## src/rtl/serial_nibble_adder_ctrl_pkg.sv

```systemverilog
// serial_nibble_adder_ctrl_pkg: shared FSM state encoding (IDLE/RUN/DONE, 2'd3 illegal), nibble width NIB_W and the SNA_W(n)=4*n wide-width macro
`ifndef SNA_W
`define SNA_W(n) (4*(n))
`endif
package serial_nibble_adder_ctrl_pkg;
  localparam int NIB_W = 4;
  typedef enum logic [1:0] {IDLE = 2'd0, RUN = 2'd1, DONE = 2'd2} state_t;
endpackage

```

## src/rtl/serial_nibble_adder_ctrl_ripple_carry_4bit.sv

```systemverilog
// ripple_carry_4bit: shared 4-bit ripple-carry adder; ports a, b, cin in -> sum, carry out
module ripple_carry_4bit
  import serial_nibble_adder_ctrl_pkg::*;
(
  input  logic [NIB_W-1:0] a,
  input  logic [NIB_W-1:0] b,
  input  logic             cin,
  output logic [NIB_W-1:0] sum,
  output logic             carry
);
  logic [NIB_W:0] c;
  assign c[0] = cin;
  for (genvar i = 0; i < NIB_W; i++) begin : g_fa
    assign sum[i]   = a[i] ^ b[i] ^ c[i];
    assign c[i+1]   = (a[i] & b[i]) | (c[i] & (a[i] ^ b[i]));
  end
  assign carry = c[NIB_W];
endmodule

```

## src/rtl/serial_nibble_adder_ctrl.sv

```systemverilog
// serial_nibble_adder_ctrl: wide a+b+cin over one shared 4-bit adder, one nibble per clk; ports clk, rst, in_valid/in_ready/a/b/cin, out_valid/out_ready/sum/carry_out, busy, ovf when SERIAL_ADD_OVF_EN
module serial_nibble_adder_ctrl
  import serial_nibble_adder_ctrl_pkg::*;
#(
  parameter int NIBBLES = 4,
  parameter int CNT_W   = 4
) (
  input  logic                       clk,
  input  logic                       rst,
  input  logic                       in_valid,
  output logic                       in_ready,
  input  logic [`SNA_W(NIBBLES)-1:0] a,
  input  logic [`SNA_W(NIBBLES)-1:0] b,
  input  logic                       cin,
  output logic                       out_valid,
  input  logic                       out_ready,
  output logic [`SNA_W(NIBBLES)-1:0] sum,
  output logic                       carry_out,
  output logic                       busy
`ifdef SERIAL_ADD_OVF_EN
  ,
  output logic                       ovf
`endif
);
  localparam int W = `SNA_W(NIBBLES);
  state_t state, state_n;
  logic [CNT_W-1:0] cnt;
  logic [W-1:0] a_sh, b_sh;
  logic [NIB_W-1:0] nib_sum;
  logic carry_r, nib_co, last, accept;
  ripple_carry_4bit u_add (
    .a(a_sh[NIB_W-1:0]),
    .b(b_sh[NIB_W-1:0]),
    .cin(carry_r),
    .sum(nib_sum),
    .carry(nib_co)
  );
  assign last      = cnt == CNT_W'(NIBBLES - 1);
  assign in_ready  = state == IDLE || (state == DONE && out_ready);
  assign accept    = in_valid && in_ready;
  assign out_valid = state == DONE;
  assign busy      = state == RUN;
  // accept covers both IDLE and the back-to-back DONE case; illegal 2'd3 falls through to IDLE
  always_comb begin
    state_n = accept ? RUN :
              state == RUN ? (last ? DONE : RUN) :
              (state == DONE && !out_ready) ? DONE : IDLE;
  end
  always_ff @(posedge clk) begin
    if (rst) begin
      state     <= IDLE;
      cnt       <= '0;
      carry_r   <= 1'b0;
      a_sh      <= '0;
      b_sh      <= '0;
      sum       <= '0;
      carry_out <= 1'b0;
`ifdef SERIAL_ADD_OVF_EN
      ovf       <= 1'b0;
`endif
    end else begin
      state <= state_n;
      if (accept) begin
        a_sh    <= a;
        b_sh    <= b;
        carry_r <= cin;
        cnt     <= '0;
      end else if (state == RUN) begin
        sum[NIB_W*cnt +: NIB_W] <= nib_sum;
        carry_r <= nib_co;
        a_sh    <= a_sh >> NIB_W;
        b_sh    <= b_sh >> NIB_W;
        cnt     <= cnt + 1'b1;
        if (last) begin
          carry_out <= nib_co;
`ifdef SERIAL_ADD_OVF_EN
          // same-sign operands producing a differently-signed MSB == carry into MSB xor carry out
          ovf <= (a_sh[NIB_W-1] == b_sh[NIB_W-1]) && (nib_sum[NIB_W-1] != a_sh[NIB_W-1]);
`endif
        end
      end
    end
  end
endmodule
```

## config.mk

```make
export PLATFORM = sky130hd
export DESIGN_NAME = serial_nibble_adder_ctrl
export DESIGN_NICKNAME = d
export VERILOG_FILES = /design/src/rtl/serial_nibble_adder_ctrl_pkg.sv /design/src/rtl/serial_nibble_adder_ctrl_ripple_carry_4bit.sv /design/src/rtl/serial_nibble_adder_ctrl.sv
export SDC_FILE = /design/constraint.sdc
export NUM_CORES = 1
export LEC_CHECK = 0
export BUFFER_PORTS_ARGS = -buffer_cell sky130_fd_sc_hd__buf_2
export CORE_MARGIN = 1
export CORE_UTILIZATION = 53
export CTS_CLUSTER_DIAMETER = 200
export DETAILED_ROUTE_END_ITERATION = 10
export PLACE_DENSITY = 0.86
export SYNTH_ARGS = -nofsm -noshare
export SYNTH_HDL_FRONTEND = slang
export SYNTH_SLANG_ARGS = --single-unit
```

## constraint.sdc

```tcl
create_clock -name clk -period 3.3 [get_ports clk]
set_clock_uncertainty 0.1 [all_clocks]
set_input_delay 0 -clock clk [delete_from_list [all_inputs] [get_ports clk]]
set_output_delay 0 -clock clk [all_outputs]
set_load 0.02 [all_outputs]
```

==> impl_metrics.tcl <==
set metrics [dict create \
    status "finished, final reports clean" \
    dieArea_um2 4920 \
    drcViolationCount 0 \
    grt_usage_pct 25.4 \
    dpl.hpwl_um 3380 \
    die_x_um 70.1 \
    drt_pass1_iterations 5 \
    numCtsBuffers 5 \
    hold_path_class "in2reg" \
    critPathMaxFanout 8 \
    switching_share_pct 28.3 \
    initial_core_util_pct 55.7 \
    synthCells 282 \
    p_leak_uw 0.00130 \
    pwr-share-comb_pct 18.4 \
    criticalPathCategory "reg2reg" \
    hold_violations 0 \
    wirelength_um 6010 \
    pre_cts_ws_ns 0.708 \
    r2r_cells 6 \
    clkPwrFrac_pct 28.1 \
    reg2reg_slack_ns 0.66 \
    cts_resized 0 \
    final.setup.tns_ns 0 \
    max_stage_delay_ns 0.52 \
    final_cell_mix "56 x dfxtp_1, 56 x buf_2, 39 x nand2_1" \
    holdPathStages 5 \
    max-slew-margin-rel_pct 44.7 \
    cap_viol_max_count 0 \
    ys_warn_count 0 \
    max_freq_mhz 378 \
    pwr_density_cell_nw_per_um2 427 \
    grt_pass1_wl_um 9990 \
    required_ns 3.44 \
    postRouteAntennaNets 0 \
    cp_cell_sequence "clkinv_1, ha_1, xnor2_1, nand4_1, a21oi_1, mux2i_1" \
    crit_path_end "sum[8]" \
    grt_max_degree 47 \
    antenna_found_initial 0 \
    area_delta_synth_final_pct 30.0 \
    numPortBuffers 56 \
    slew_viol_final 0 \
    drt-vias-per-instance 5.46 \
    slowest_stage "a21oi_1" \
    ir_worst_vdd_mv 0.313 \
    finalCritPeriodShare_pct 80.1 \
    gr-total-overflow 0 \
    r2r_end "sum[8]" \
    layout.nets 408 \
    die_y_um 70.1 \
    start_kind "flip-flop" \
    root_buffer "clkbuf_8" \
    pin_count 57 \
    internal_power_uw 978 \
    regToRegStartpoint "cnt[0]" \
    grt_pass1_vias 2210 \
    syn-mean-instance-area_um2 8.72 \
    ys_types 33 \
    power.switching_uw 386 \
    tightest_slew_ns 0.830 \
    worstSkewPairLatency_ns 0.32 \
    dr_total_vias 2275 \
    final_layout_size_suffix_gt1_share_pct 20.0 \
    final-setup-viol-count 0 \
    h-tree-depth 2 \
    num_antenna_cells 0 \
    cp-startpoint "cnt[0]" \
    clock-sinks 56 \
    path_clk_slew_ns 0.10 \
    cts_buffer_depth 2 \
    syn-cell-area_um2 2460 \
    num-fill-cells 331 \
    core-area_um2 4410 \
    rsz0062_at_grt "no" \
    power_frac_seq_pct 53.5 \
    worstSetupEndpointType "flip-flop" \
    fin_crit_ns 2.64 \
    rows 24 \
    critical_path_arrival_ns 2.79 \
    cts_tree "built" \
    drt_iter0_drc 122 \
    fin_ws_ns 0.656 \
    wl_per_cell_um 14.4 \
    yosysSeqAreaShare_pct 45.6 \
    synth-seq-cells 56 \
    place.gp.congestion 0.759 \
    synthesis.nets 326 \
]
[sequential cells by signal, indices dropped and copies added (netlist names)]
register	flops
a_sh	16
b_sh	16
sum	16
cnt	4
state	2
carry_out	1
carry_r	1
[logic make-up after synthesis]
logic type | Yosys count | share of synthesized area (%)
compound gates | 66 | 16.6
simple gates | 108 | 21.8
buf+inv | 28 | 4.38
mux | 13 | 5.34
fa+ha+maj | 7 | 4.78
flops | 56 | 45.6
xor+xnor | 4 | 1.43
[power groups by stage]
stage | Sequential (uW) | Clock, uW | Combinational (uW)
after global placement | 744 | 0 | 208
after CTS | 730 | 391 | 244
after global routing | 735 | 415 | 274
final | 730 | 383 | 251
after floorplan | 746 | 0 | 149
after detailed placement | 746 | 0 | 213
[cell type report]
| class | count | area [um^2] | area share [%] |
|---|---|---|---|
| multi-input combinational | 198 | 1240 | 38.7 |
| sequential | 56 | 1120 | 35.1 |
| timing repair buffer | 93 | 643 | 20.1 |
| clock buffer | 5 | 68.8 | 2.15 |
| tap | 52 | 65.1 | 2.04 |
| inverter | 10 | 37.5 | 1.17 |
| clock inverter | 3 | 22.5 | 0.705 |
[worst max-delay path, delay by kind of cell, from the launching register on]
| kind | cells | cell delay, ns |
|---|---|---|
| DFF | 1 | 0.44 |
| buffers and inverters | 1 | 0.23 |
| muxes | 1 | 0.25 |
| AOI/OAI and AO/OA | 1 | 0.52 |
| xor gates and xnor gates | 1 | 0.45 |
| and+or+nand+nor | 1 | 0.29 |
| adders and majority gates | 1 | 0.31 |
[cell usage after synthesis, drive strengths merged]
| master | number | area [um^2] |
|---|---|---|
| nand4 | 4 | 25.0 |
| nand3b | 10 | 75.1 |
| or2 | 2 | 12.5 |
| clkinv | 1 | 3.75 |
| a31oi | 1 | 6.26 |
| buf | 2 | 10.0 |
| a21oi | 29 | 145 |
| or3 | 1 | 6.26 |
| dfxtp | 56 | 1120 |
| nor3 | 11 | 66.3 |
| nand3 | 7 | 35.0 |
| mux2 | 1 | 11.3 |
| inv | 9 | 33.8 |
| mux2i | 12 | 120 |
| xnor2 | 2 | 17.5 |
| and3 | 1 | 6.26 |
| nand2b | 2 | 12.5 |
| clkbuf | 16 | 60.1 |
| o311ai | 1 | 8.76 |
| a31o | 1 | 8.76 |
| xor2 | 2 | 17.5 |
| o211ai | 3 | 22.5 |
| a22oi | 16 | 120 |
| o21ai | 6 | 30.0 |
| fa | 4 | 80.1 |
| or3b | 1 | 8.76 |
| nand2 | 39 | 146 |
| nor2 | 21 | 78.8 |
| a211oi | 9 | 67.6 |
| nor2b | 8 | 50.1 |
| or4b | 1 | 13.8 |
| ha | 3 | 37.5 |
[routing by layer]
layer	wire length [um]	vias to the layer above	part of all wire (%)	GRT usage, %
met4	79	0	1.3	8.89
met3	313	10	5.2	5.34
met1	2590	1045	43	30.5
met2	3030	74	50	44.7
met5	0	-	0	0
li1	-	1146	-	-
[worst min path at each step]
stage	from	to	slack, ns
after global routing	in_valid	a_sh[11]	0.15
final	in_valid	a_sh[6]	0.12
after CTS	in_valid	a_sh[6]	0.12
after detailed placement	a[15]	a_sh[15]	0.15
after floorplan	a[12]	a_sh[12]	0.04
after global placement	a[12]	a_sh[12]	0.14
[per-stage QoR]
step | total power, uW | cells | utilization, % | instance area [um^2] | hold slack (ns)
3_5_place_dp | 959 | 375 | 62.6 | 2760 | 0.149
5_1_grt | 1420 | 417 | 72.4 | 3200 | 0.153
2_1_floorplan | 894 | 282 | - | 2460 | 0.0360
4_1_cts | 1360 | 417 | 72.4 | 3200 | 0.116
6_report | 1360 | 417 | 72.4 | 3200 | 0.123
3_3_place_gp | 951 | 375 | 62.6 | 2760 | 0.141
[timing repair]
action                    in CTS  in global routing
setup buffers                  0                  0
hold endpoints to repair      34                  0
hold buffers                  34                  0
Power figures use the tool's default switching activity.
